<file path="src/rtl/alu_pkg.sv">
// Shared ALU definitions: opcode constants, the sequential divider's state
// encoding and the default operand width.
package alu_pkg;

    localparam int unsigned DivWidth = 32;

    // ALU opcodes; 5'b00101..5'b01111 are the shift and logic group (shr..log_not).
    localparam logic [4:0] OpAdd    = 5'b00001;
    localparam logic [4:0] OpSub    = 5'b00010;
    localparam logic [4:0] OpMul    = 5'b00011;
    localparam logic [4:0] OpDiv    = 5'b00100;
    localparam logic [4:0] OpShr    = 5'b00101;
    localparam logic [4:0] OpLogNot = 5'b01111;

    typedef enum logic [1:0] {
        StIdle = 2'd0,
        StRun  = 2'd1,
        StFix  = 2'd2,
        StDone = 2'd3
    } div_state_e;

endpackage

</file>
<file path="src/rtl/alu_seq_div_if.sv">
// Request/response bundle between the ALU issue logic and the sequential divider.
//   start, sgn, A, B : request (driven by master)
//   busy, done, dz, C: status and {remainder, quotient} result (driven by slave)
interface alu_seq_div_if #(
    parameter int unsigned WIDTH = alu_pkg::DivWidth
);
    logic               start;
    logic               sgn;
    logic [WIDTH-1:0]   A;
    logic [WIDTH-1:0]   B;
    logic               busy;
    logic               done;
    logic               dz;
    logic [2*WIDTH-1:0] C;

    modport master (
        output start, sgn, A, B,
        input  busy, done, dz, C
    );

    modport slave (
        input  start, sgn, A, B,
        output busy, done, dz, C
    );
endinterface

</file>
<file path="src/rtl/div_step.sv">
// One radix-2 restoring division iteration on magnitudes.
//   rem_i     : current partial remainder (always < divisor_i)
//   dvd_msb_i : next dividend bit shifted in
//   divisor_i : divisor magnitude
//   rem_o     : next partial remainder
//   q_o       : quotient bit produced by this iteration
module div_step
    import alu_pkg::*;
#(
    parameter int unsigned WIDTH = DivWidth
) (
    input  logic [WIDTH-1:0] rem_i,
    input  logic             dvd_msb_i,
    input  logic [WIDTH-1:0] divisor_i,
    output logic [WIDTH-1:0] rem_o,
    output logic             q_o
);
    logic [WIDTH:0] rem_shift;
    logic [WIDTH:0] diff;

    always_comb begin
        rem_shift = {rem_i, dvd_msb_i};
        diff      = rem_shift - {1'b0, divisor_i};
        // rem_i < divisor keeps rem_shift < 2*divisor, so the top bit of the
        // WIDTH+1 difference is exactly the borrow (rem_shift < divisor).
        q_o       = ~diff[WIDTH];
        rem_o     = q_o ? diff[WIDTH-1:0] : rem_shift[WIDTH-1:0];
    end
endmodule

</file>
<file path="src/rtl/alu_seq_div.sv">
// Multi-cycle signed/unsigned integer divider for the ALU div opcode.
// Fixed latency: start accepted at edge E0, done pulses after edge E0+WIDTH+1.
//   clk : rising-edge clock
//   clr : asynchronous active-low reset
//   bus : slave side of alu_seq_div_if (start/sgn/A/B in, busy/done/dz/C out)
// C = {remainder, quotient}; C and dz hold until the next result is written.
module alu_seq_div
    import alu_pkg::*;
#(
    parameter int unsigned WIDTH = DivWidth
) (
    input  logic          clk,
    input  logic          clr,
    alu_seq_div_if.slave  bus
);
    localparam int unsigned      CntW    = $clog2(WIDTH);
    localparam logic [CntW-1:0]  CntLast = CntW'(WIDTH - 1);

    div_state_e         state_q;
    logic [WIDTH-1:0]   dvd_q;      // dividend shifts out, quotient shifts in
    logic [WIDTH-1:0]   dvs_q;
    logic [WIDTH-1:0]   rem_q;
    logic [WIDTH-1:0]   a_raw_q;    // remainder reported on divide-by-zero
    logic               q_neg_q;
    logic               r_neg_q;
    logic               dz_pend_q;
    logic [CntW-1:0]    cnt_q;
    logic               busy_q;
    logic               done_q;
    logic               dz_q;
    logic [2*WIDTH-1:0] c_q;

    logic               a_neg;
    logic               b_neg;
    logic [WIDTH-1:0]   a_mag;
    logic [WIDTH-1:0]   b_mag;
    logic [WIDTH-1:0]   quo_fix;
    logic [WIDTH-1:0]   rem_fix;
    logic [WIDTH-1:0]   rem_nxt;
    logic               q_bit;

    always_comb begin
        a_neg   = bus.sgn & bus.A[WIDTH-1];
        b_neg   = bus.sgn & bus.B[WIDTH-1];
        // -0x80..0 wraps to 0x80..0, which is the correct unsigned magnitude.
        a_mag   = a_neg ? -bus.A : bus.A;
        b_mag   = b_neg ? -bus.B : bus.B;
        quo_fix = q_neg_q ? -dvd_q : dvd_q;
        rem_fix = r_neg_q ? -rem_q : rem_q;
    end

    div_step #(
        .WIDTH (WIDTH)
    ) u_step (
        .rem_i     (rem_q),
        .dvd_msb_i (dvd_q[WIDTH-1]),
        .divisor_i (dvs_q),
        .rem_o     (rem_nxt),
        .q_o       (q_bit)
    );

    always_ff @(posedge clk or negedge clr) begin
        if (!clr) begin
            state_q   <= StIdle;
            dvd_q     <= '0;
            dvs_q     <= '0;
            rem_q     <= '0;
            a_raw_q   <= '0;
            q_neg_q   <= 1'b0;
            r_neg_q   <= 1'b0;
            dz_pend_q <= 1'b0;
            cnt_q     <= '0;
            busy_q    <= 1'b0;
            done_q    <= 1'b0;
            dz_q      <= 1'b0;
            c_q       <= '0;
        end else begin
            unique case (state_q)
                StIdle: begin
                    if (bus.start) begin
                        dvd_q     <= a_mag;
                        dvs_q     <= b_mag;
                        a_raw_q   <= bus.A;
                        q_neg_q   <= a_neg ^ b_neg;
                        r_neg_q   <= a_neg;
                        dz_pend_q <= (bus.B == '0);
                        rem_q     <= '0;
                        cnt_q     <= '0;
                        busy_q    <= 1'b1;
                        state_q   <= StRun;
                    end
                end
                StRun: begin
                    rem_q <= rem_nxt;
                    dvd_q <= {dvd_q[WIDTH-2:0], q_bit};
                    cnt_q <= cnt_q + CntW'(1);
                    if (cnt_q == CntLast) begin
                        state_q <= StFix;
                    end
                end
                StFix: begin
                    dz_q    <= dz_pend_q;
                    c_q     <= dz_pend_q ? {a_raw_q, {WIDTH{1'b1}}} : {rem_fix, quo_fix};
                    done_q  <= 1'b1;
                    state_q <= StDone;
                end
                StDone: begin
                    done_q  <= 1'b0;
                    busy_q  <= 1'b0;
                    state_q <= StIdle;
                end
                default: state_q <= StIdle;
            endcase
        end
    end

    assign bus.busy = busy_q;
    assign bus.done = done_q;
    assign bus.dz   = dz_q;
    assign bus.C    = c_q;
endmodule

</file>
<file path="src/flat_wrapper.sv">
// flat-port wrapper written by rule: the top's interface ports become plain ports
module alu_seq_div_flat import alu_pkg::*;
#(
    parameter int unsigned WIDTH = DivWidth
)
  (clk, clr, bus_start, bus_sgn, bus_A, bus_B, bus_busy, bus_done, bus_dz, bus_C);
  alu_seq_div_if #(.WIDTH(WIDTH)) bus_i ();
  input  logic clk;
  input  logic clr;
  input wire logic [$bits(bus_i.start)-1:0] bus_start;
  input wire logic [$bits(bus_i.sgn)-1:0] bus_sgn;
  input wire logic [$bits(bus_i.A)-1:0] bus_A;
  input wire logic [$bits(bus_i.B)-1:0] bus_B;
  output wire logic [$bits(bus_i.busy)-1:0] bus_busy;
  output wire logic [$bits(bus_i.done)-1:0] bus_done;
  output wire logic [$bits(bus_i.dz)-1:0] bus_dz;
  output wire logic [$bits(bus_i.C)-1:0] bus_C;
  assign bus_i.start = bus_start;
  assign bus_i.sgn = bus_sgn;
  assign bus_i.A = bus_A;
  assign bus_i.B = bus_B;
  assign bus_busy = bus_i.busy;
  assign bus_done = bus_i.done;
  assign bus_dz = bus_i.dz;
  assign bus_C = bus_i.C;
  alu_seq_div #(.WIDTH(WIDTH)) u_core (.clk(clk), .clr(clr), .bus(bus_i));
endmodule
</file>
<file path="config.mk">
export PLATFORM = sky130hd
export DESIGN_NAME = alu_seq_div_flat
export DESIGN_NICKNAME = d
export VERILOG_FILES = /design/src/rtl/alu_pkg.sv /design/src/rtl/alu_seq_div_if.sv /design/src/rtl/div_step.sv /design/src/rtl/alu_seq_div.sv /design/src/flat_wrapper.sv
export SDC_FILE = /design/constraint.sdc
export NUM_CORES = 1
export LEC_CHECK = 0
export CAP_MARGIN = 20
export CORE_ASPECT_RATIO = 0.9
export CORE_UTILIZATION = 45
export DETAILED_ROUTE_END_ITERATION = 10
export PLACE_DENSITY = 0.71
export SLEW_MARGIN = 25
export SYNTH_ARGS = -nofsm -noshare
export SYNTH_HDL_FRONTEND = slang
export SYNTH_SLANG_ARGS = --single-unit
</file>
<file path="constraint.sdc">
create_clock -name clk -period 6.9 [get_ports clk]
set_input_delay 1.38 -clock clk [delete_from_list [all_inputs] [get_ports clk]]
set_output_delay 1.38 -clock clk [all_outputs]
set_load 0.02 [all_outputs]
</file>
==> impl_metrics.ini <==
[min_path]
hp-class = reg2reg

[critical_path]
endpoint_kind = flop
cp-start-kind = input port
worstPathMaxFanout = 5
critical_path_class = in2reg
rrSetupSlack_ps = 2680
path_cells = clkdlybuf4s50_1, or3_1, or4_1, nor4_1, and3_1, nand2_1, o41ai_1, xnor2_1, o22ai_1, a21oi_1
cp.arrival_ps = 4720
cp.required_ps = 7330
slowest_delay_ps = 730
crit_slowest_cell = nor4_1

[logic_synthesis]
ys.flop_type = dfrtp_1
ys.warnings.count = 0
netlist-cell-type-count = 56
syn-instance-count = 1381
async_flop_share_pct = 100
syn_nets = 1492
synth_seq_cells = 205
yosysSeqAreaShare_pct = 40.2
ys_top_cells_by_area = dfrtp_1 40%, mux2_2 6.3%, xnor2_1 5.8%
synth_area_sq_um = 12800
synth_common_cells = 205 x dfrtp_1, 154 x nand2_1, 145 x o21ai_0
yosysMostFrequentCell = dfrtp_1
synth_top_area_cell = dfrtp_1
syn_area_per_cell_sq_um = 9.25
yosysTopAreaCellShare_pct = 40.2
synth_edf_count = 0

[drt]
drcViolationCount = 18
routedWlPerCell_um = 17.5
drt_iter0_markers = 857
totalWireLength_um = 32300
vias_per_cell = 5.76
antenna_left = 0
first_pass_iters = 8
vias = 10600

[placed_design]
dpl_worst_slack_ps = 2170
gp_routability_congestion = 0.872
place_inst = 1805
dp_hpwl_um = 22900
numPortBuffers = 134

[power_and_ir_drop]
power_density_nw_per_um2 = 530
peakVddDrop_mv = 0.243
p_leak_nw = 6.43

[run]
cap_violations = 0

[clock_network]
cts_resized = 0
clock_path_buffers = 3
path_clk_slew_ps = 60
cts_tree = built
clock-root-buffer = clkbuf_16
post-cts-setup-buffers = 0
htreeDepth = 1
worst_skew_pair.late_latency_ps = 520
cts_made_buffers = 24
holdBufCountCts = 0
cts_sinks = 205

[sta]
finalHoldViolations = 0
slew_headroom_pct = 36.4
period_needed_ps = 4300
tns_ps = 0
fmax_mhz = 233
setup_violations = 0
whs_ps = 478
rsz0062_at_grt = false
fin_skew_ps = 11.0
post-route-period-util_pct = 62.3
slew_viol_final = 0
setup_slack_ps = 2600
worstMarginPinSlew_ps = 954

[die]
dieWidth_um = 180
dieArea_sq_um = 29100
start_util_pct = 45.7
design.core.area_sq_um = 27900
ios = 135
die_y_um = 162
fp-row-count = 58

[final_layout]
syn2layout_area_growth_pct = 19.6
drive_gt1_share_pct = 9.41
finalNonFillerCells = 1849
fin_nets = 1582

[grt]
grt.overflow.total = 0
first_global_vias = 10500
grt_use_total_pct = 22.4
grt_max_degree = 105
antenna_found_initial = 0
grt_pass1_wl_um = 53600

[status]
violations = design-rule violations
outcome = finished with violations
-- metrics by stage --
stage / utilization (%) / instance area (sq um) / total power, mW
after CTS: 54.6 / 15300 / 8.12
after detailed placement: 51.5 / 14400 / 6.70
after global placement: 51.5 / 14400 / 6.59
after floorplan: - / 12800 / 5.44
final: 54.7 / 15300 / 8.10
after global routing: 54.7 / 15300 / 8.71
-- state kept, by name, summed over array words and instances (netlist names), 2 cells and up --
register,count
u_core.bus.C,64
u_core.a_raw_q,32
u_core.dvd_q,32
u_core.dvs_q,32
u_core.rem_q,32
u_core.cnt_q,5
u_core.state_q,2
-- path summary, 6_finish.rpt --
kind | cells after the start | from | to
worst max-delay path | 10 | bus_A[6] | u_core.dvd_q[30]
worst min-delay path | 2 | u_core.dvs_q[19] | u_core.dvs_q[19]
worst max register to register | 14 | u_core.dvd_q[31] | u_core.rem_q[28]
worst min register to register | 2 | u_core.dvs_q[19] | u_core.dvs_q[19]
max in group asynchronous | 2 | clr | u_core.dvs_q[2]
min in group asynchronous | 1 | clr | u_core.bus.C[26]
-- worst max-delay path: cells and delay by family --
family	cells	cell delay (ps)
simple gates	5	2080
xor+xnor	1	160
compound gates	3	620
buf+inv	1	480
-- cell families (layout without fill, tap and decap cells) --
logic type | after synthesis | in the layout | share of synthesized area [%]
fa+ha+maj | 43 | 43 | 4.27
mux | 102 | 102 | 8.69
simple gates | 343 | 343 | 12.7
other cells | 0 | 1 | 0
buf+inv | 131 | 238 | 3.88
xor+xnor | 149 | 149 | 10.2
flops | 205 | 205 | 40.2
compound gates | 408 | 408 | 20.1
-- metal layers --
metal  routed length, um  share of wire (%)  GRT usage, %  vias up
li1                    -                  -             -     5150
met4                 467                1.4          4.11        0
met2               15200                 47          37.9      257
met1               15000                 47          30.8     5192
met3                1620                5.0          3.16       44
met5                   0                  0             0        -
-- cell usage in the layout (no fill, tap or decap), types with 6 or more instances in the layout --
cell type and count:
dfrtp_1 203, nand2_1 153, o21ai_0 145, clkdlybuf4s50_1 133, xnor2_1 85, a21oi_1 76
mux2_2 71, nor2_1 63, xor2_1 63, inv_1 50, ha_1 41, o22ai_1 31
o22a_1 31, mux2i_1 30, clkbuf_16 25, o31ai_1 24, a21o_1 22, nor3_1 18
o41ai_1 15, or3_1 13, and2_1 13, nand3_1 13, a22oi_1 13, or4_1 11
nor4_1 11, clkbuf_8 11, buf_4 11, nor2b_1 10, a221o_1 9, and3_1 8
nand2b_1 8, nand4_1 8, a31oi_1 8, a211oi_1 6
-- power by group --
part | switching [mW] | total (mW) | internal, mW
Sequential | 0.570 | 2.34 | 1.77
Combinational | 2.33 | 4.38 | 2.05
Clock | 0.506 | 1.38 | 0.875
-- layout make-up --
cell class              instances  area [sq um]
clock buffers                  36           767
well taps                     360           450
inverters                      50           188
multi-input cells            1045          7200
clock inverters                 7           113
flip-flops and latches        205          5130
fillers                      2458         12700
repair buffers                145          1430
diodes                          1          2.50
Power figures use the tool's default switching activity.
